--- src/rtl/gpio_image_loader.sv ---
// Host-to-memory byte loader: four-phase host handshake, one data-memory write per byte.
// Optional running checksum output enabled by defining LOADER_CHECKSUM_EN.
module gpio_image_loader #(
  parameter logic [17:0] BASE_ADDR = 18'h00000,
  parameter int unsigned IMG_BYTES = 62500
) (
  input  logic        clk,
  input  logic        rst,
  input  logic        enable,
  input  logic        host_valid,
  input  logic [7:0]  host_data,
  output logic        host_ack,
  output logic [17:0] mem_address,
  output logic [7:0]  mem_data,
  output logic        mem_wren,
  output logic        busy,
  output logic        done
`ifdef LOADER_CHECKSUM_EN
  ,
  output logic [7:0]  checksum
`endif
);

  localparam int unsigned ADDR_W = 18;
  localparam int unsigned DATA_W = 8;
  localparam logic [ADDR_W-1:0] IMG_LAST = ADDR_W'(IMG_BYTES);

  typedef enum logic [2:0] {
    IDLE,
    WAIT_VALID,
    WRITE,
    WAIT_RELEASE,
    DONE
  } state_t;

  state_t            state;
  state_t            state_n;
  logic              sync_q1;
  logic              valid_s;
  logic [ADDR_W-1:0] count;
  logic [ADDR_W-1:0] count_n;
  logic [ADDR_W-1:0] count_inc;

  assign count_inc = count + ADDR_W'(1);

  // Two-flop synchronizer for the asynchronous host strobe
  always_ff @(posedge clk or posedge rst) begin
    if (rst) begin
      sync_q1 <= 1'b0;
      valid_s <= 1'b0;
    end else begin
      sync_q1 <= host_valid;
      valid_s <= sync_q1;
    end
  end

  // State and byte-count register
  always_ff @(posedge clk or posedge rst) begin
    if (rst) begin
      state <= IDLE;
      count <= '0;
    end else begin
      state <= state_n;
      count <= count_n;
    end
  end

  // Next state; dropping enable returns to IDLE from any busy state
  always_comb begin
    state_n = state;
    count_n = count;
    case (state)
      IDLE: begin
        count_n = '0;
        if (enable) state_n = WAIT_VALID;
      end
      WAIT_VALID: begin
        if (!enable) begin
          state_n = IDLE;
          count_n = '0;
        end else if (valid_s) begin
          state_n = WRITE;
        end
      end
      WRITE: begin
        if (!enable) begin
          state_n = IDLE;
          count_n = '0;
        end else begin
          state_n = WAIT_RELEASE;
        end
      end
      WAIT_RELEASE: begin
        if (!enable) begin
          state_n = IDLE;
          count_n = '0;
        end else if (!valid_s) begin
          count_n = count_inc;
          state_n = (count_inc == IMG_LAST) ? DONE : WAIT_VALID;
        end
      end
      DONE: begin
        if (!enable) begin
          state_n = IDLE;
          count_n = '0;
        end
      end
      default: begin
        state_n = IDLE;
        count_n = '0;
      end
    endcase
  end

  // Outputs registered from the next state so they align with the state they describe
  always_ff @(posedge clk or posedge rst) begin
    if (rst) begin
      host_ack    <= 1'b0;
      mem_wren    <= 1'b0;
      busy        <= 1'b0;
      done        <= 1'b0;
      mem_address <= BASE_ADDR;
      mem_data    <= '0;
    end else begin
      host_ack <= (state_n == WAIT_RELEASE);
      mem_wren <= (state_n == WRITE);
      busy     <= (state_n == WAIT_VALID) || (state_n == WRITE) || (state_n == WAIT_RELEASE);
      done     <= (state_n == DONE);
      if ((state == WAIT_VALID) && (state_n == WRITE)) begin
        mem_data    <= DATA_W'(host_data);
        mem_address <= BASE_ADDR + count;
      end
    end
  end

`ifdef LOADER_CHECKSUM_EN
  // Running mod-256 sum of every byte written since the load started
  always_ff @(posedge clk or posedge rst) begin
    if (rst) begin
      checksum <= '0;
    end else if ((state == IDLE) && (state_n == WAIT_VALID)) begin
      checksum <= '0;
    end else if (state == WRITE) begin
      checksum <= checksum + mem_data;
    end
  end
`endif

endmodule

--- config.mk ---
export PLATFORM = sky130hd
export DESIGN_NAME = gpio_image_loader
export DESIGN_NICKNAME = d
export VERILOG_FILES = /design/src/rtl/gpio_image_loader.sv
export SDC_FILE = /design/constraint.sdc
export NUM_CORES = 1
export LEC_CHECK = 0
export BUFFER_PORTS_ARGS = -buffer_cell sky130_fd_sc_hd__buf_4
export CAP_MARGIN = 20
export CORE_MARGIN = 2
export CORE_UTILIZATION = 60
export CTS_CLUSTER_DIAMETER = 60
export CTS_CLUSTER_SIZE = 24
export DETAILED_ROUTE_END_ITERATION = 8
export GPL_TIMING_DRIVEN = 0
export PLACE_DENSITY = 0.86
export SYNTH_ARGS = -nofsm -noshare
export SYNTH_HDL_FRONTEND = slang
export SYNTH_SLANG_ARGS = --single-unit
--- constraint.sdc ---
create_clock -name clk -period 3.22 [get_ports clk]
set_input_delay 0.322 -clock clk [delete_from_list [all_inputs] [get_ports clk]]
set_output_delay 0.322 -clock clk [all_outputs]
set_load 0.02 [all_outputs]
==> results.json <==
{
  "cts-resized-gates": 0,
  "cts_tree": "done",
  "grt_pass1_wl_mm": 8.49,
  "critPathLaunch": "count[0]$_DFFE_PP0P_",
  "hold_viol_final": 0,
  "holdWs_ps": 112,
  "timing.rr.end": "state[0]$_DFF_PP0_",
  "clockBufferDepth": 2,
  "p_seq_share_pct": 53.1,
  "p_comb_share_pct": 12.0,
  "insertedDiodeCount": 0,
  "setup_viol": 0,
  "core-area_mm2": 0.00403,
  "slew_violations": 0,
  "drive_gt1_share_pct": 32.3,
  "syn_nets": 244,
  "async_reset_ff_share_pct": 100,
  "yosysWarnings": 0,
  "path_max_fanout": 7,
  "peakVddDrop_uv": 377,
  "intPower_uw": 1020,
  "fp.dieW_um": 68.8,
  "gr-total-overflow": 0,
  "rsz0062_at_grt": "no",
  "drt_drc_violations_left": 0,
  "finalSetupTns_ps": 0,
  "dp.final_hpwl_mm": 3.60,
  "end_kind": "register",
  "finalCritPeriodShare_pct": 78.0,
  "io_pins": 42,
  "track_usage_pct": 24.6,
  "max_freq_mhz": 398,
  "start_util_pct": 62.5,
  "clk_pin_slew_ps": 90,
  "std_cell_rows": 23,
  "die_h_um": 68.8,
  "wl_mm": 5.22,
  "cts_buffers": 5,
  "grt_max_degree": 38,
  "arrival_ps": 2710,
  "wire_per_inst_um": 15.7,
  "grt_pass1_vias": 1855,
  "rrSetupSlack_ps": 710,
  "synthCells": 231,
  "antenna_left": 0,
  "reg2reg_from": "count[0]$_DFFE_PP0P_",
  "worstMarginPinSlew_ps": 717,
  "ys_types": 44,
  "cts_num_sinks": 53,
  "synth_ff_type": "dfrtp_1",
  "cts-htree-levels": 2,
  "clockPowerShare_pct": 34.9,
  "ys_seq_elements": 53,
  "nets": 294,
  "drtIter0Drc": 109,
  "worstRegToRegCells": 7,
  "clock_latency_ps": 310,
  "syn_area_per_cell_um2": 10.9,
  "status": "completed",
  "startpoint_type": "register",
  "syn2layout_area_growth_pct": 20.7,
  "via_count": 1969,
  "via_per_inst": 5.93,
  "p_sw_uw": 320,
  "numPortBuffers": 41,
  "antenna_found_initial": 0,
  "slew_headroom_pct": 51.8,
  "dieArea_mm2": 0.00473,
  "min_period_ps": 2510,
  "netSwitchingFraction_pct": 23.8,
  "ys_seq_area_share_pct": 52.6,
  "place.gp.congestion": 0.856,
  "syn-cell-area_mm2": 0.00252,
  "cts_root_buf": "clkbuf_8",
  "cp-endpoint": "state[0]$_DFF_PP0_",
  "p_leak_uw": 0.00143,
  "fin_skew_ps": 10.6,
  "final_common_cell": "dfrtp_1",
  "worst_hold_path_type": "in2reg",
  "mostFrequentLayoutCells": "dfrtp_1 (53), buf_4 (42), mux2_2 (26)",
  "holdPathStages": 1,
  "synth_edf_count": 0,
  "crit_type": "reg2reg",
  "firstDrtPassIters": 4,
  "cap_violations": 0,
  "crit_required_ps": 3420,
  "powerDensity_mw_per_mm2": 442
}
critical path, cell delays in order, from the launching register on:
cell	delay, ps
dfrtp_1	470
ha_1	310
nand4_1	210
nor4_2	580
and4b_1	310
nor3_2	70
nor4_2	370
nor2_1	70
timing repair:
item                                   in CTS  in global routing
hold buffers                                1                  0
buffers inserted                            0                  0
setup endpoints to repair                   0                  0
endpoints found under the hold margin      16                  0
registers in the layout (all words and copies together), names as in the netlist:
register	flops
valid_s	1
mem_data	8
sync_q1	1
count	18
done	1
mem_wren	1
host_ack	1
busy	1
state	3
mem_address	18
synthesized netlist by cell type (2+ instances only):
| cell type | number | area share [%] |
|---|---|---|
| nand2b_1 | 3 | 0.74 |
| xnor2_1 | 5 | 1.7 |
| nand3b_1 | 2 | 0.60 |
| buf_6 | 2 | 0.89 |
| and3_1 | 5 | 1.2 |
| dfrtp_1 | 53 | 53 |
| buf_2 | 2 | 0.40 |
| o21ai_0 | 24 | 4.8 |
| nand3_1 | 9 | 1.8 |
| nor2b_1 | 2 | 0.50 |
| clkbuf_1 | 7 | 1.0 |
| inv_1 | 3 | 0.45 |
| nand4_1 | 6 | 1.5 |
| mux2i_1 | 2 | 0.79 |
| o31ai_1 | 7 | 2.1 |
| a31oi_1 | 2 | 0.50 |
| mux2_2 | 26 | 12 |
| nor3_1 | 3 | 0.60 |
| nor3b_1 | 2 | 0.60 |
| nor4_2 | 3 | 1.5 |
| a21o_1 | 4 | 1.2 |
| nand2_1 | 18 | 2.7 |
| nor2_1 | 20 | 3.0 |
layer usage:
metal	wire length, µm	global-route usage [%]	share of wire [%]
met3	234	5.52	4.5
met5	0	0	0
met2	2570	38.6	49
met4	128	11.0	2.5
met1	2280	32.7	44
cell families after synthesis:
family,share of synthesized area (%)
and+or+nand+nor,19.2
muxes,12.4
xor gates and xnor gates,2.09
DFF,52.6
AOI/OAI and AO/OA,9.93
adders and majority gates,0.496
buffers and inverters,3.23
worst min path at each step:
stage / slack, ps / startpoint / endpoint
floorplan: 330 / sync_q1$_DFF_PP0_ / valid_s$_DFF_PP0_
global placement: 330 / sync_q1$_DFF_PP0_ / valid_s$_DFF_PP0_
detailed placement: 330 / rst / done$_DFF_PP0_
CTS: 100 / host_valid / sync_q1$_DFF_PP0_
global route: 100 / host_valid / sync_q1$_DFF_PP0_
finish: 110 / host_valid / sync_q1$_DFF_PP0_
cell type report:
type | instances | area (µm²)
well taps | 50 | 62.6
inverters | 3 | 11.3
multi-input cells | 162 | 1110
repair buffers | 43 | 338
plain buffers | 13 | 70.1
clock inverters | 2 | 37.5
flip-flops and latches | 53 | 1330
fillers | 286 | 988
clock buffers | 6 | 82.6
through the flow:
| stage | power [µW] | util, % | setup WS [ps] | std cells | cell area [µm²] |
|---|---|---|---|---|---|
| final | 1340 | 75.5 | 708 | 332 | 3040 |
| after global routing | 1390 | 75.5 | 518 | 332 | 3040 |
| after detailed placement | 888 | 72.2 | 787 | 323 | 2910 |
| after CTS | 1350 | 75.5 | 747 | 332 | 3040 |
| after floorplan | 814 | - | 1220 | 231 | 2520 |
| after global placement | 879 | 71.7 | 853 | 322 | 2890 |
power groups by stage:
| stage | logic, µW | registers (µW) | clock network (µW) |
|---|---|---|---|
| after CTS | 163 | 713 | 478 |
| after floorplan | 55.9 | 758 | 0 |
| after global routing | 175 | 717 | 499 |
| final | 161 | 713 | 469 |
| after global placement | 155 | 724 | 0 |
| after detailed placement | 161 | 727 | 0 |
No activity file was read; power rests on OpenSTA's default activity.
